===== src/rtl/regfile_write_arbiter_pkg.sv =====
// Shared constants for the register-file write path: widths, the hardwired-zero
// register and the requester indices used by the write arbiter.
package regfile_pkg;

   localparam int DATA_WIDTH = 64;
   localparam int ADDR_WIDTH = 5;
   localparam int NUM_REGS   = 32;

   localparam logic [ADDR_WIDTH-1:0] ZERO_REG = 5'd31;

   localparam int REQ_ALU = 0;
   localparam int REQ_MEM = 1;

   typedef logic [ADDR_WIDTH-1:0] reg_addr_t;
   typedef logic [DATA_WIDTH-1:0] reg_data_t;

endpackage


===== src/rtl/regfile_write_arbiter_if.sv =====
// Bundle of the two writeback request channels, the reserve port and the
// register-file write port seen by the write arbiter.
interface regfile_write_arbiter_if;
   import regfile_pkg::*;

   logic                hold;
   logic                alu_valid;
   reg_addr_t           alu_address;
   reg_data_t           alu_data;
   logic                alu_ready;
   logic                mem_valid;
   reg_addr_t           mem_address;
   reg_data_t           mem_data;
   logic                mem_ready;
   logic                reserve;
   reg_addr_t           reserve_address;
   logic                write;
   reg_addr_t           address;
   reg_data_t           data_in;
   logic [NUM_REGS-1:0] pending;

   modport master (
      output hold, alu_valid, alu_address, alu_data,
      output mem_valid, mem_address, mem_data,
      output reserve, reserve_address,
      input  alu_ready, mem_ready, write, address, data_in, pending
   );

   modport slave (
      input  hold, alu_valid, alu_address, alu_data,
      input  mem_valid, mem_address, mem_data,
      input  reserve, reserve_address,
      output alu_ready, mem_ready, write, address, data_in, pending
   );

endinterface


===== src/rtl/regfile_write_arbiter_rr_arbiter_2.sv =====
// Two-requester round-robin arbiter: one priority flip-flop, one-hot grant,
// no grants while hold or reset is high.
module rr_arbiter_2
   import regfile_pkg::*;
(
   input  logic       clock,
   input  logic       reset,
   input  logic       hold,
   input  logic [1:0] valid,
   output logic [1:0] grant
);

   logic prio_r;
   logic [1:0] grant_s;

   // Grant selection; priority only matters when both requesters are valid.
   always_comb begin
      grant_s = 2'b00;
      if (reset || hold) begin
         grant_s = 2'b00;
      end else if (valid == 2'b11) begin
         if (prio_r == 1'(REQ_ALU)) begin
            grant_s[REQ_ALU] = 1'b1;
         end else begin
            grant_s[REQ_MEM] = 1'b1;
         end
      end else begin
         grant_s = valid;
      end
   end

   // Priority moves to the requester that did not win the last grant.
   always_ff @(posedge clock) begin
      if (reset) begin
         prio_r <= 1'(REQ_ALU);
      end else if (grant_s[REQ_ALU]) begin
         prio_r <= 1'(REQ_MEM);
      end else if (grant_s[REQ_MEM]) begin
         prio_r <= 1'(REQ_ALU);
      end else begin
         prio_r <= prio_r;
      end
   end

   assign grant = grant_s;

endmodule


===== src/rtl/regfile_write_arbiter.sv =====
// Shares the register-file write port between ALU and load writeback, registers
// the granted write and tracks outstanding destinations in a pending scoreboard.
module regfile_write_arbiter
   import regfile_pkg::*;
(
   input  logic                    clock,
   input  logic                    reset,
   regfile_write_arbiter_if.slave  bus
);

   logic [1:0]          valid_s;
   logic [1:0]          grant_s;
   reg_addr_t           win_address_s;
   reg_data_t           win_data_s;
   logic                write_r;
   reg_addr_t           address_r;
   reg_data_t           data_r;
   logic [NUM_REGS-1:0] pending_r;
   logic [NUM_REGS-1:0] pending_next_s;

   // Pack request valids by requester index.
   always_comb begin
      valid_s          = 2'b00;
      valid_s[REQ_ALU] = bus.alu_valid;
      valid_s[REQ_MEM] = bus.mem_valid;
   end

   rr_arbiter_2 u_arb (
      .clock (clock),
      .reset (reset),
      .hold  (bus.hold),
      .valid (valid_s),
      .grant (grant_s)
   );

   // Winner mux; grant is one-hot so defaulting to ALU is safe.
   always_comb begin
      win_address_s = bus.alu_address;
      win_data_s    = bus.alu_data;
      if (grant_s[REQ_MEM]) begin
         win_address_s = bus.mem_address;
         win_data_s    = bus.mem_data;
      end else begin
         win_address_s = bus.alu_address;
         win_data_s    = bus.alu_data;
      end
   end

   // Output stage: zero-register writes are accepted but never enable the port.
   always_ff @(posedge clock) begin
      if (reset) begin
         write_r   <= 1'b0;
         address_r <= '0;
         data_r    <= '0;
      end else if (grant_s != 2'b00) begin
         write_r   <= (win_address_s != ZERO_REG);
         address_r <= win_address_s;
         data_r    <= win_data_s;
      end else begin
         write_r   <= 1'b0;
         address_r <= address_r;
         data_r    <= data_r;
      end
   end

   // Scoreboard update: clear on write, then set on reserve so a same-index set wins.
   always_comb begin
      pending_next_s = pending_r;
      if (write_r) begin
         pending_next_s[address_r] = 1'b0;
      end else begin
         pending_next_s = pending_r;
      end
      if (bus.reserve) begin
         pending_next_s[bus.reserve_address] = 1'b1;
      end else begin
         pending_next_s = pending_next_s;
      end
      pending_next_s[ZERO_REG] = 1'b0;
   end

   // Scoreboard register.
   always_ff @(posedge clock) begin
      if (reset) begin
         pending_r <= '0;
      end else begin
         pending_r <= pending_next_s;
      end
   end

   assign bus.alu_ready = grant_s[REQ_ALU];
   assign bus.mem_ready = grant_s[REQ_MEM];
   assign bus.write     = write_r;
   assign bus.address   = address_r;
   assign bus.data_in   = data_r;
   assign bus.pending   = pending_r;

endmodule

===== src/flat_wrapper.sv =====
// flat-port wrapper written by rule: the top's interface ports become plain ports
module regfile_write_arbiter_flat import regfile_pkg::*;
  (clock, reset, bus_hold, bus_alu_valid, bus_alu_address, bus_alu_data, bus_mem_valid, bus_mem_address, bus_mem_data, bus_reserve, bus_reserve_address, bus_alu_ready, bus_mem_ready, bus_write, bus_address, bus_data_in, bus_pending);
  regfile_write_arbiter_if bus_i ();
  input  logic clock;
  input  logic reset;
  input wire logic [$bits(bus_i.hold)-1:0] bus_hold;
  input wire logic [$bits(bus_i.alu_valid)-1:0] bus_alu_valid;
  input wire logic [$bits(bus_i.alu_address)-1:0] bus_alu_address;
  input wire logic [$bits(bus_i.alu_data)-1:0] bus_alu_data;
  input wire logic [$bits(bus_i.mem_valid)-1:0] bus_mem_valid;
  input wire logic [$bits(bus_i.mem_address)-1:0] bus_mem_address;
  input wire logic [$bits(bus_i.mem_data)-1:0] bus_mem_data;
  input wire logic [$bits(bus_i.reserve)-1:0] bus_reserve;
  input wire logic [$bits(bus_i.reserve_address)-1:0] bus_reserve_address;
  output wire logic [$bits(bus_i.alu_ready)-1:0] bus_alu_ready;
  output wire logic [$bits(bus_i.mem_ready)-1:0] bus_mem_ready;
  output wire logic [$bits(bus_i.write)-1:0] bus_write;
  output wire logic [$bits(bus_i.address)-1:0] bus_address;
  output wire logic [$bits(bus_i.data_in)-1:0] bus_data_in;
  output wire logic [$bits(bus_i.pending)-1:0] bus_pending;
  assign bus_i.hold = bus_hold;
  assign bus_i.alu_valid = bus_alu_valid;
  assign bus_i.alu_address = bus_alu_address;
  assign bus_i.alu_data = bus_alu_data;
  assign bus_i.mem_valid = bus_mem_valid;
  assign bus_i.mem_address = bus_mem_address;
  assign bus_i.mem_data = bus_mem_data;
  assign bus_i.reserve = bus_reserve;
  assign bus_i.reserve_address = bus_reserve_address;
  assign bus_alu_ready = bus_i.alu_ready;
  assign bus_mem_ready = bus_i.mem_ready;
  assign bus_write = bus_i.write;
  assign bus_address = bus_i.address;
  assign bus_data_in = bus_i.data_in;
  assign bus_pending = bus_i.pending;
  regfile_write_arbiter u_core (.clock(clock), .reset(reset), .bus(bus_i));
endmodule

===== config.mk =====
export PLATFORM = sky130hd
export DESIGN_NAME = regfile_write_arbiter_flat
export DESIGN_NICKNAME = d
export VERILOG_FILES = /design/src/rtl/regfile_write_arbiter_pkg.sv /design/src/rtl/regfile_write_arbiter_if.sv /design/src/rtl/regfile_write_arbiter_rr_arbiter_2.sv /design/src/rtl/regfile_write_arbiter.sv /design/src/flat_wrapper.sv
export SDC_FILE = /design/constraint.sdc
export NUM_CORES = 1
export LEC_CHECK = 0
export ABC_AREA = 1
export CAP_MARGIN = 20
export CORE_MARGIN = 2
export CORE_UTILIZATION = 35
export CTS_CLUSTER_SIZE = 24
export DETAILED_ROUTE_END_ITERATION = 10
export GPL_TIMING_DRIVEN = 0
export PLACE_DENSITY = 0.76
export SLEW_MARGIN = 20
export SYNTH_ARGS = -nofsm -noshare
export SYNTH_HDL_FRONTEND = slang
export SYNTH_SLANG_ARGS = --single-unit

===== constraint.sdc =====
create_clock -name clock -period 1.45 [get_ports clock]
set_input_delay 0.3625 -clock clock [delete_from_list [all_inputs] [get_ports clock]]
set_output_delay 0.3625 -clock clock [all_outputs]
set_load 0.02 [all_outputs]

==> flow_metrics.py <==
metrics = {
    "pwr": {
        "pwr-share-clk": 0.369,
        "irDropWorstVdd_mv": 0.473,
        "switching_share": 0.269,
        "power_density_nw_per_um2": 881,
        "p_sw_mw": 1.92,
        "internal-power_mw": 5.21,
        "pwr-share-comb": 0.206,
        "power_leakage_nw": 3.93,
        "power_mw": 7.13,
        "pwr-share-seq": 0.426,
    },
    "yosys": {
        "synth_seq_cells": 102,
        "yosysSeqAreaShare": 0.438,
        "synth_nets": 796,
        "synth_cell_types": 21,
        "synth_top_area_share": 0.438,
        "yosysMostFrequentCell": "nand2_1",
        "synthTopCellsByArea": "dfxtp_1 (44%), nand2_1 (14%), o211ai_1 (11%)",
        "synth_warnings": 0,
        "netlist_area_um2": 4660,
        "yosys-top-cells-count": "nand2_1 (177), dfxtp_1 (102), inv_1 (91)",
        "netlist_instances": 647,
        "synthFlopType": "dfxtp_1",
        "synth_top_area_cell": "dfxtp_1",
        "postSynthAreaPerCell_um2": 7.21,
        "async_flop_share": 0,
        "synth-edff-count": 0,
    },
    "floorplanning": {
        "die_x_um": 119,
        "fp.dieH_um": 119,
        "initial_core_util": 0.355,
        "rows": 42,
        "core_region_area_um2": 13100,
        "die-area_um2": 14300,
        "ioPinCount": 253,
    },
    "clocking": {
        "clk_path_buf_depth": 2,
        "cts-root-buf": "clkbuf_16",
        "htree_levels": 3,
        "clk_latency_ns": 0.35,
        "cts_tree": "done",
        "cts_inserted_buffers": 9,
        "clkTransAtPathRegs_ns": 0.07,
        "hold_buffers": 0,
        "cts_sinks": 102,
    },
    "worst_setup_path": {
        "cp.required_ns": 1.09,
        "path_buf_inv": 4,
        "slowest_delay_ns": 0.32,
        "crit_arrival_ns": 1.23,
        "cp_max_fo": 8,
        "cpMaxStageDelayCell": "dfxtp_2",
        "start_kind": "register",
        "cp-end-kind": "output pin",
        "crit_type": "register to output pin",
        "cp_top_family": "buffers and inverters",
        "path_cells": "inv_2, nand2_4, nand3_4, inv_4, buf_8, buf_6",
    },
    "drt": {
        "avgViaCountPerCell": 4.96,
        "drt-pass1-iter-count": 7,
        "ant_nets": 0,
        "wl_per_cell_um": 15.6,
        "drc": 0,
        "drt_wl_total_um": 17200,
        "drtIter0Drc": 409,
        "vias": 5474,
    },
    "flow_run": {
        "cap_violations": 0,
    },
    "sta": {
        "fin_crit_ns": 1.60,
        "fin_ws_ns": -0.146,
        "fmax_ghz": 0.626,
        "maxSlewHeadroom": 0.565,
        "fin_skew_ns": 0.00344,
        "setup_viol": 21,
        "post-route-period-util": 1.10,
        "rsz0062_at_grt": "yes",
        "finalHoldViolCount": 0,
        "slew_violations": 0,
        "tightestPinTransition_ns": 0.649,
    },
    "placed_design": {
        "dp_hpwl_um": 12500,
        "dpl_cell_area_um2": 7380,
        "gp_congestion": 0.911,
        "port_buffers": 249,
        "pre_cts_slack_ns": -1.13,
    },
    "status": {
        "violations": "negative setup slack",
        "outcome": "finished, violations left",
    },
    "global_route": {
        "grt_pass1_vias": 5128,
        "antenna_found_initial": 1,
        "grt-ovfl-total": 0,
        "grt.total_usage": 0.234,
        "grt_max_degree": 20,
        "grt_pass1_wl_um": 26400,
    },
    "min_path": {
        "hold_class": "input port to register",
    },
    "layout": {
        "fin_nets": 1072,
        "drive_above_1_share": 0.128,
        "design_area_um2": 8080,
        "antenna_cells": 0,
        "area_growth_pct": 73.4,
        "final_core_util": 0.615,
    },
}
-- layout by cell type, fill, tap and decap left out, drive strengths merged --
cell type      netlist  layout
buf                 27      44
nand3               78      78
clkinvlp             0       2
o31ai                1       1
inv                 93      94
clkdlybuf4s50        0     144
clkinv               1       3
clkbuf              15      26
dfxtp              102     102
nor3                12      12
nor2                 3       3
o21ai               32      32
o211ai              70      70
bufinv               0       2
a21oi               31      31
nand4                4       4
conb                 1       1
clkdlybuf4s15        0      17
dlygate4sd2          0      85
nand2              177     177
-- power by group through the flow --
stage               registers (mW)  logic [mW]  clock network (mW)
finish                        3.03        1.47                2.63
global route                  3.05        1.59                2.80
CTS                           3.03        1.37                2.69
detailed placement            3.09        1.44                   0
global placement              3.09        1.43                   0
floorplan                     3.25       0.452                   0
-- layer usage --
metal	global-route usage	wire [um]	part of all wire	up-vias
met5	0	13	0.00075	-
met2	0.392	8270	0.48	252
met1	0.278	6890	0.40	2491
li1	-	-	-	2692
met3	0.0742	1620	0.094	37
met4	0.0963	446	0.026	2
-- cell families (layout without fill, tap and decap cells) --
logic type,count (synthesis),in the layout,synth area share
AOI/OAI and AO/OA,134,134,0.182
and+or+nand+nor,274,274,0.253
buffers and inverters,136,417,0.126
other,1,1,0.000804
DFF,102,102,0.438
-- layout make-up --
class	instances	area (um2)
buffer	39	308
clock buffer	9	225
clock inverter	7	97.6
fill	1212	5050
inverter	94	355
multi-input combinational	409	2190
sequential	102	2050
tap	176	220
timing repair buffer	268	2640
-- final timing paths --
kind / depth (start not counted) / slack [ns] / from / endpoint
worst max-delay path: 6 / -0.15 / u_core.u_arb.prio_r / bus_mem_ready
worst min-delay path: 2 / 0.30 / reset / u_core.bus.pending[30]
worst max register to register: 12 / 0.01 / u_core.u_arb.prio_r / u_core.bus.write
worst min register to register: 2 / 0.47 / u_core.bus.pending[21] / u_core.bus.pending[21]
-- state kept, by name, summed over array words and instances (netlist names) --
name / cells
u_core.bus.address: 5
u_core.bus.data_in: 64
u_core.bus.pending: 31
u_core.bus.write: 1
u_core.u_arb.prio_r: 1
-- worst reg2reg max path: stages, from the launching register on --
cell and delay [ns]:
dfxtp_2 0.32, inv_2 0.05, nand2_4 0.07, nand3_4 0.09
buf_4 0.16, buf_12 0.14, buf_12 0.12, nand2_1 0.05
nand2_1 0.06, nor2_1 0.10, nand2_1 0.06, nand2_1 0.06
nand2_1 0.05
-- metrics by stage --
step	setup TNS (ns)	hold slack, ns	instances
after floorplan	0	0.468	647
after global placement	-58.09	0.457	1072
after detailed placement	-59.55	0.467	1072
after CTS	-0.423	0.285	1092
after global routing	-4.19	0.308	1104
final	-1.19	0.300	1104
-- timing repair --
action                     CTS  global route
setup endpoints to repair  204            88
cloned                       0             5
pin swaps                    3             1
gates resized for setup    151            72
buffers inserted             6             8
No activity file was read; power rests on OpenSTA's default activity.
